**config.mk**
```make
export PLATFORM = sky130hd
export DESIGN_NAME = multi_cycle_control_flat
export DESIGN_NICKNAME = d
export VERILOG_FILES = /design/src/rtl/multi_cycle_control_if.sv /design/src/rtl/multi_cycle_control.sv /design/src/flat_wrapper.sv
export SDC_FILE = /design/constraint.sdc
export NUM_CORES = 1
export LEC_CHECK = 0
export ABC_AREA = 0
export BUFFER_PORTS_ARGS = -buffer_cell sky130_fd_sc_hd__buf_2
export CAP_MARGIN = 10
export CORE_MARGIN = 2
export CORE_UTILIZATION = 45
export CTS_CLUSTER_SIZE = 14
export DETAILED_ROUTE_END_ITERATION = 10
export PLACE_DENSITY = 0.82
export SLEW_MARGIN = 30
export SYNTH_ARGS = -nofsm -noshare
export SYNTH_HDL_FRONTEND = slang
export SYNTH_SLANG_ARGS = --single-unit
```
**constraint.sdc**
```tcl
create_clock -name clk_i -period 1.8 [get_ports clk_i]
set_input_delay 0 -clock clk_i [delete_from_list [all_inputs] [get_ports clk_i]]
set_output_delay 0 -clock clk_i [all_outputs]
set_load 0.01 [all_outputs]
```
**src/rtl/multi_cycle_control_if.sv**
```systemverilog
// Memory handshake between the multi-cycle controller and its memory port.
// Handshake: the controller holds mem_req_o/mem_we_o/IorD_o steady until the memory raises mem_ready_i, which completes the access in that same cycle.
interface multi_cycle_control_if;
  logic mem_req_o;
  logic mem_we_o;
  logic IorD_o;
  logic mem_ready_i;

  modport master (
    output mem_req_o,
    output mem_we_o,
    output IorD_o,
    input  mem_ready_i
  );

  modport slave (
    input  mem_req_o,
    input  mem_we_o,
    input  IorD_o,
    output mem_ready_i
  );
endinterface

```
**src/rtl/multi_cycle_control.sv**
```systemverilog
// Multi-cycle RV-subset controller: IDLE/FETCH/DECODE/EXEC/MEM/WB sequencer
// driving datapath strobes, with a retired-instruction counter.
module multi_cycle_control #(
  parameter int INSTRET_W = 32
) (
  input  logic                 clk_i,
  input  logic                 rst_i,
  input  logic                 start_i,
  input  logic [6:0]           opcode_i,
  input  logic                 zero_i,
  multi_cycle_control_if.master mem,
  output logic                 IRWrite_o,
  output logic                 PCWrite_o,
  output logic                 RegWrite_o,
  output logic                 MemtoReg_o,
  output logic                 ALUSrc_o,
  output logic                 PCSrc_o,
  output logic [1:0]           ALUOp_o,
  output logic                 busy_o,
  output logic                 illegal_o,
  output logic [2:0]           state_o,
  output logic [INSTRET_W-1:0] instret_o
);

  localparam logic [2:0] S_IDLE   = 3'd0;
  localparam logic [2:0] S_FETCH  = 3'd1;
  localparam logic [2:0] S_DECODE = 3'd2;
  localparam logic [2:0] S_EXEC   = 3'd3;
  localparam logic [2:0] S_MEM    = 3'd4;
  localparam logic [2:0] S_WB     = 3'd5;

  localparam logic [6:0] OP_R   = 7'b0110011;
  localparam logic [6:0] OP_I   = 7'b0010011;
  localparam logic [6:0] OP_LW  = 7'b0000011;
  localparam logic [6:0] OP_SW  = 7'b0100011;
  localparam logic [6:0] OP_BEQ = 7'b1100011;

  logic [2:0]           state;
  logic [2:0]           state_next;
  logic [2:0]           after_retire;
  logic                 retire;
  logic [INSTRET_W-1:0] instret;

  logic is_r, is_i, is_lw, is_sw, is_beq, is_legal;

  assign is_r     = (opcode_i == OP_R);
  assign is_i     = (opcode_i == OP_I);
  assign is_lw    = (opcode_i == OP_LW);
  assign is_sw    = (opcode_i == OP_SW);
  assign is_beq   = (opcode_i == OP_BEQ);
  assign is_legal = is_r | is_i | is_lw | is_sw | is_beq;

  // Shared exit for every retire point and for an illegal decode.
  assign after_retire = start_i ? S_FETCH : S_IDLE;

  always_ff @(posedge clk_i) begin
    if (rst_i) state <= S_IDLE;
    else       state <= state_next;
  end

  always_ff @(posedge clk_i) begin
    if (rst_i)       instret <= '0;
    else if (retire) instret <= instret + {{(INSTRET_W-1){1'b0}}, 1'b1};
  end

  always_comb begin
    state_next = state;
    retire     = 1'b0;
    case (state)
      S_IDLE:   state_next = start_i ? S_FETCH : S_IDLE;
      S_FETCH:  if (mem.mem_ready_i) state_next = S_DECODE;
      S_DECODE: state_next = is_legal ? S_EXEC : after_retire;
      S_EXEC: begin
        if (is_r || is_i)        state_next = S_WB;
        else if (is_lw || is_sw) state_next = S_MEM;
        else if (is_beq) begin
          retire     = 1'b1;
          state_next = after_retire;
        end else                 state_next = after_retire;
      end
      S_MEM: begin
        if (mem.mem_ready_i) begin
          if (is_sw) begin
            retire     = 1'b1;
            state_next = after_retire;
          end else     state_next = S_WB;
        end
      end
      S_WB: begin
        retire     = 1'b1;
        state_next = after_retire;
      end
      default:  state_next = S_IDLE;
    endcase
  end

  always_comb begin
    mem.mem_req_o = 1'b0;
    mem.mem_we_o  = 1'b0;
    mem.IorD_o    = 1'b0;
    IRWrite_o     = 1'b0;
    PCWrite_o     = 1'b0;
    RegWrite_o    = 1'b0;
    MemtoReg_o    = 1'b0;
    ALUSrc_o      = 1'b0;
    PCSrc_o       = 1'b0;
    ALUOp_o       = 2'b00;
    illegal_o     = 1'b0;
    case (state)
      S_FETCH: begin
        mem.mem_req_o = 1'b1;
        IRWrite_o     = mem.mem_ready_i;
        PCWrite_o     = mem.mem_ready_i;
      end
      S_DECODE: illegal_o = ~is_legal;
      S_EXEC: begin
        if (is_r) begin
          ALUOp_o = 2'b10;
        end else if (is_i) begin
          ALUSrc_o = 1'b1;
          ALUOp_o  = 2'b11;
        end else if (is_lw || is_sw) begin
          ALUSrc_o = 1'b1;
        end else if (is_beq) begin
          ALUOp_o   = 2'b01;
          PCSrc_o   = 1'b1;
          PCWrite_o = zero_i;
        end
      end
      S_MEM: begin
        mem.mem_req_o = 1'b1;
        mem.IorD_o    = 1'b1;
        mem.mem_we_o  = is_sw;
      end
      S_WB: begin
        RegWrite_o = 1'b1;
        MemtoReg_o = is_lw;
      end
      default: ;
    endcase
  end

  assign busy_o    = (state != S_IDLE);
  assign state_o   = state;
  assign instret_o = instret;

endmodule

```
**src/flat_wrapper.sv**
```systemverilog
// flat-port wrapper written by rule: the top's interface ports become plain ports
module multi_cycle_control_flat 
#(
  parameter int INSTRET_W = 32
)
  (clk_i, rst_i, start_i, opcode_i, zero_i, IRWrite_o, PCWrite_o, RegWrite_o, MemtoReg_o, ALUSrc_o, PCSrc_o, ALUOp_o, busy_o, illegal_o, state_o, instret_o, mem_mem_req_o, mem_mem_we_o, mem_IorD_o, mem_mem_ready_i);
  multi_cycle_control_if mem_i ();
  input  logic clk_i;
  input  logic rst_i;
  input  logic start_i;
  input  logic [6:0] opcode_i;
  input  logic zero_i;
  output logic IRWrite_o;
  output logic PCWrite_o;
  output logic RegWrite_o;
  output logic MemtoReg_o;
  output logic ALUSrc_o;
  output logic PCSrc_o;
  output logic [1:0] ALUOp_o;
  output logic busy_o;
  output logic illegal_o;
  output logic [2:0] state_o;
  output logic [INSTRET_W-1:0] instret_o;
  output wire logic [$bits(mem_i.mem_req_o)-1:0] mem_mem_req_o;
  output wire logic [$bits(mem_i.mem_we_o)-1:0] mem_mem_we_o;
  output wire logic [$bits(mem_i.IorD_o)-1:0] mem_IorD_o;
  input wire logic [$bits(mem_i.mem_ready_i)-1:0] mem_mem_ready_i;
  assign mem_mem_req_o = mem_i.mem_req_o;
  assign mem_mem_we_o = mem_i.mem_we_o;
  assign mem_IorD_o = mem_i.IorD_o;
  assign mem_i.mem_ready_i = mem_mem_ready_i;
  multi_cycle_control #(.INSTRET_W(INSTRET_W)) u_core (.clk_i(clk_i), .rst_i(rst_i), .start_i(start_i), .opcode_i(opcode_i), .zero_i(zero_i), .mem(mem_i), .IRWrite_o(IRWrite_o), .PCWrite_o(PCWrite_o), .RegWrite_o(RegWrite_o), .MemtoReg_o(MemtoReg_o), .ALUSrc_o(ALUSrc_o), .PCSrc_o(PCSrc_o), .ALUOp_o(ALUOp_o), .busy_o(busy_o), .illegal_o(illegal_o), .state_o(state_o), .instret_o(instret_o));
endmodule
```
==> results.md <==
- DRC errors left: 0
- CTS tree: yes
- RSZ-0062 raised after global routing: true
- Effective utilization at floorplan: 0.4615
- Leakage: 1.255 nW
- Grt ovf: 0
- Post-synth top flop: dfxtp_1
- Synthesis-stage register bit count: 35
- Final Core Density: 0.6751
- Final period utilization: 0.9943
- Port Buf Inserts: 59
- WP data arrival: 2.02 ns
- P per Cell Area: 507.7 mW/mm^2
- Share of layout cells above drive strength 1: 0.4480
- Core ar.: 0.004324 sq mm
- Post-synth EDFFs: 0
- Clock period minus worst slack: 1.790 ns
- Mean Syn Cell Area: 8.385 sq um
- Clock skew: 0.004310 ns
- Status: completed
- CP Launch Type: flip-flop
- Antenna violations before repair: 0
- Switching fraction of total power: 0.2397
- Slew HR: 0.6857
- Largest net degree at the start of global routing: 20
- Area contributors post-synth: dfxtp_1, a21oi_1, xnor2_1
- Comb power frac: 0.072
- Antenna Diode Count: 0
- Site Rows: 24
- IR drop worst, VDD: 0.3632 mV
- WL per Instance: 14.91 um
- Worst Hold Class: in -> reg
- FF-to-FF path depth: 6
- Area share of the largest cell type after synthesis: 0.3511
- Iteration-0 DRC Markers: 128
- I/O pins: 60
- Commonest non-fill, non-tap cells in the layout: buf_2, buf_4, nor2_1, a21oi_1, dfxtp_1
- Metal3 WL: 285 um
- Vias in the first global route: 1979
- Mapped Area: 0.001996 sq mm
- Gr usage total: 0.2266
- # fillers: 352
- CTS root buffer: clkbuf_8
- Die height: 70.60 um
- Setup CP Type: reg -> reg
- Fraction of registers with async set or reset after synthesis: 0
- First-pass GRT wire length: 9142 um
- Slew Limit Fails: 0
- # setup viols final: 0
- TritonRoute pass-1 iters: 4
- Post-route ant nets: 0
- Reg2reg setup slack: 0.01 ns
- Hold Crit Depth: 4
- Worst path depth: 6
- Slew @ Worst Pin: 0.4651 ns
- Drt via density: 5.751
- Die W: 70.60 um
- Buf+Inv Stages, Crit Path: 1
- Routed met2 length: 2898 um
- Internal power: 0.001127 W
- Routability Congestion: 0.8455
- Count of final hold-check violations: 0
- Mapped Nets: 251
- Worst path max stage delay: 0.49 ns
- Slowest CP cell: or4_1
- Routed length on met1: 2587 um
- Mapped Cells: 238
- Post-DP HPWL: 4137 um
- Setup TNS: 0 ns
- Via count: 2289
- DRT Wirelength: 5933 um
- Sequential share of power: 0.527
- CP top delay family: simple AND/OR/NAND/NOR gates
- F_max: 558.7 MHz
- Maxcap violations: 0
- Area delta synth->final: 46.27%
- Seq/Total Area, Yosys: 0.3511
- Biggest area consumer among synthesized cells: dfxtp_1
- CP Data Required Time: 2.03 ns
- DIE AREA: 0.004984 sq mm
- Clock power share: 0.401
- Top Metal Used: met4
- CTS Buffer Depth: 2
- Critical path peak fanout: 3
- CTS Hold Buffers Added: 0
- Commonest non-fill, non-tap cell in the layout: buf_2
- Psw: 0.0003552 W
- Number of H-tree levels: 2
- Crit path cell chain: nand3b_4, o31ai_4, buf_6, o211ai_1, or4_1, a21oi_1
- Critical path capture point type: flip-flop
- Total CTS buffers: 5
- Fin nets: 358
- Worst-skew pair later-pin latency: 0.29 ns
- Sink Count: 35
- Clock slew at reported path FFs: 0.07 ns
- Yosys warns: 0
- Unique masters post-synth: 51
==> final timing paths <==
check | from | endpoint
setup reg to reg | u_core.state_o[2]$_SDFFE_PP0P_ | u_core.instret_o[31]$_SDFFE_PP0P_
hold / removal | mem_mem_ready_i | u_core.state_o[2]$_SDFFE_PP0P_
setup / recovery | u_core.state_o[2]$_SDFFE_PP0P_ | u_core.instret_o[31]$_SDFFE_PP0P_
hold reg to reg | u_core.instret_o[29]$_SDFFE_PP0P_ | u_core.instret_o[29]$_SDFFE_PP0P_
==> power by group through the flow <==
stage	clock, W	combinational, W	sequential, W
floorplan	0	0.0000540	0.000799
global placement	0	0.000100	0.000797
detailed placement	0	0.000103	0.000797
CTS	0.000604	0.000104	0.000780
global route	0.000636	0.000116	0.000780
finish	0.000595	0.000107	0.000780
==> kinds of logic after synthesis <==
group	synth area share
DFF	0.3511
muxes	0.005016
adders and majority gates	0.006269
AOI/OAI and AO/OA	0.2270
buffers and inverters	0.05266
and+or+nand+nor	0.2922
xor gates and xnor gates	0.06583
==> timing repair <==
action / CTS / global route
resized for setup: 11 / 17
endpoints found under the setup margin: 16 / 18
buffers inserted: 4 / 3
pin swaps: 4 / 12
==> metal layers <==
layer  GRT usage  vias up
met5           0        -
met4     0.08386        0
met3     0.05128       17
met2      0.3637       82
met1      0.3004     1079
li1            -     1111
==> Yosys cell counts, types with 2 or more instances <==
library cell,n
dfxtp_1,35
a21oi_1,24
nor2_1,24
xnor2_1,13
nand3_1,11
nand2_1,10
or3_1,10
nand4_1,9
o21ai_0,9
clkbuf_1,8
o31ai_1,8
or4_1,8
inv_1,7
a211oi_1,6
nor3_1,5
and4_1,4
and3_1,3
buf_2,3
nand3b_1,3
a2111oi_2,2
a21o_1,2
buf_6,2
nand2b_1,2
o211a_1,2
xor2_1,2
==> final cells by class <==
cell class | count | area, sq um | share of cell area
clock buffers | 7 | 86.33 | 0.02958
clock inverters | 1 | 5.005 | 0.001715
inverters | 7 | 26.28 | 0.009001
multi-input cells | 181 | 1277 | 0.4376
flip-flops and latches | 35 | 724.4 | 0.2482
well taps | 52 | 65.06 | 0.02229
repair buffers | 115 | 734.5 | 0.2516
==> metrics by stage <==
step | hold slack [ns] | cell area, sq um | worst slack (ns) | power [W] | std cells
global placement | 0.2753 | 2673 | -0.02217 | 0.0008968 | 383
detailed placement | 0.2789 | 2673 | -0.09423 | 0.0009003 | 383
CTS | 0.06712 | 2825 | 0.0008218 | 0.001488 | 395
finish | 0.07486 | 2919 | 0.01022 | 0.001482 | 398
floorplan | 0.05099 | 2034 | -0.05443 | 0.0008534 | 238
global route | 0.08524 | 2919 | -0.08625 | 0.001532 | 398
==> sequential cells by signal (all words and copies together), names as in the netlist <==
name              flops
u_core.instret_o     32
u_core.state_o        3
==> worst register-to-register path, cell delays in order, from the launching register on <==
cell	delay, ns
dfxtp_2	0.34
nand3b_4	0.17
o31ai_4	0.31
buf_6	0.16
o211ai_1	0.11
or4_1	0.49
a21oi_1	0.15
(Power assumes the default switching activity.)
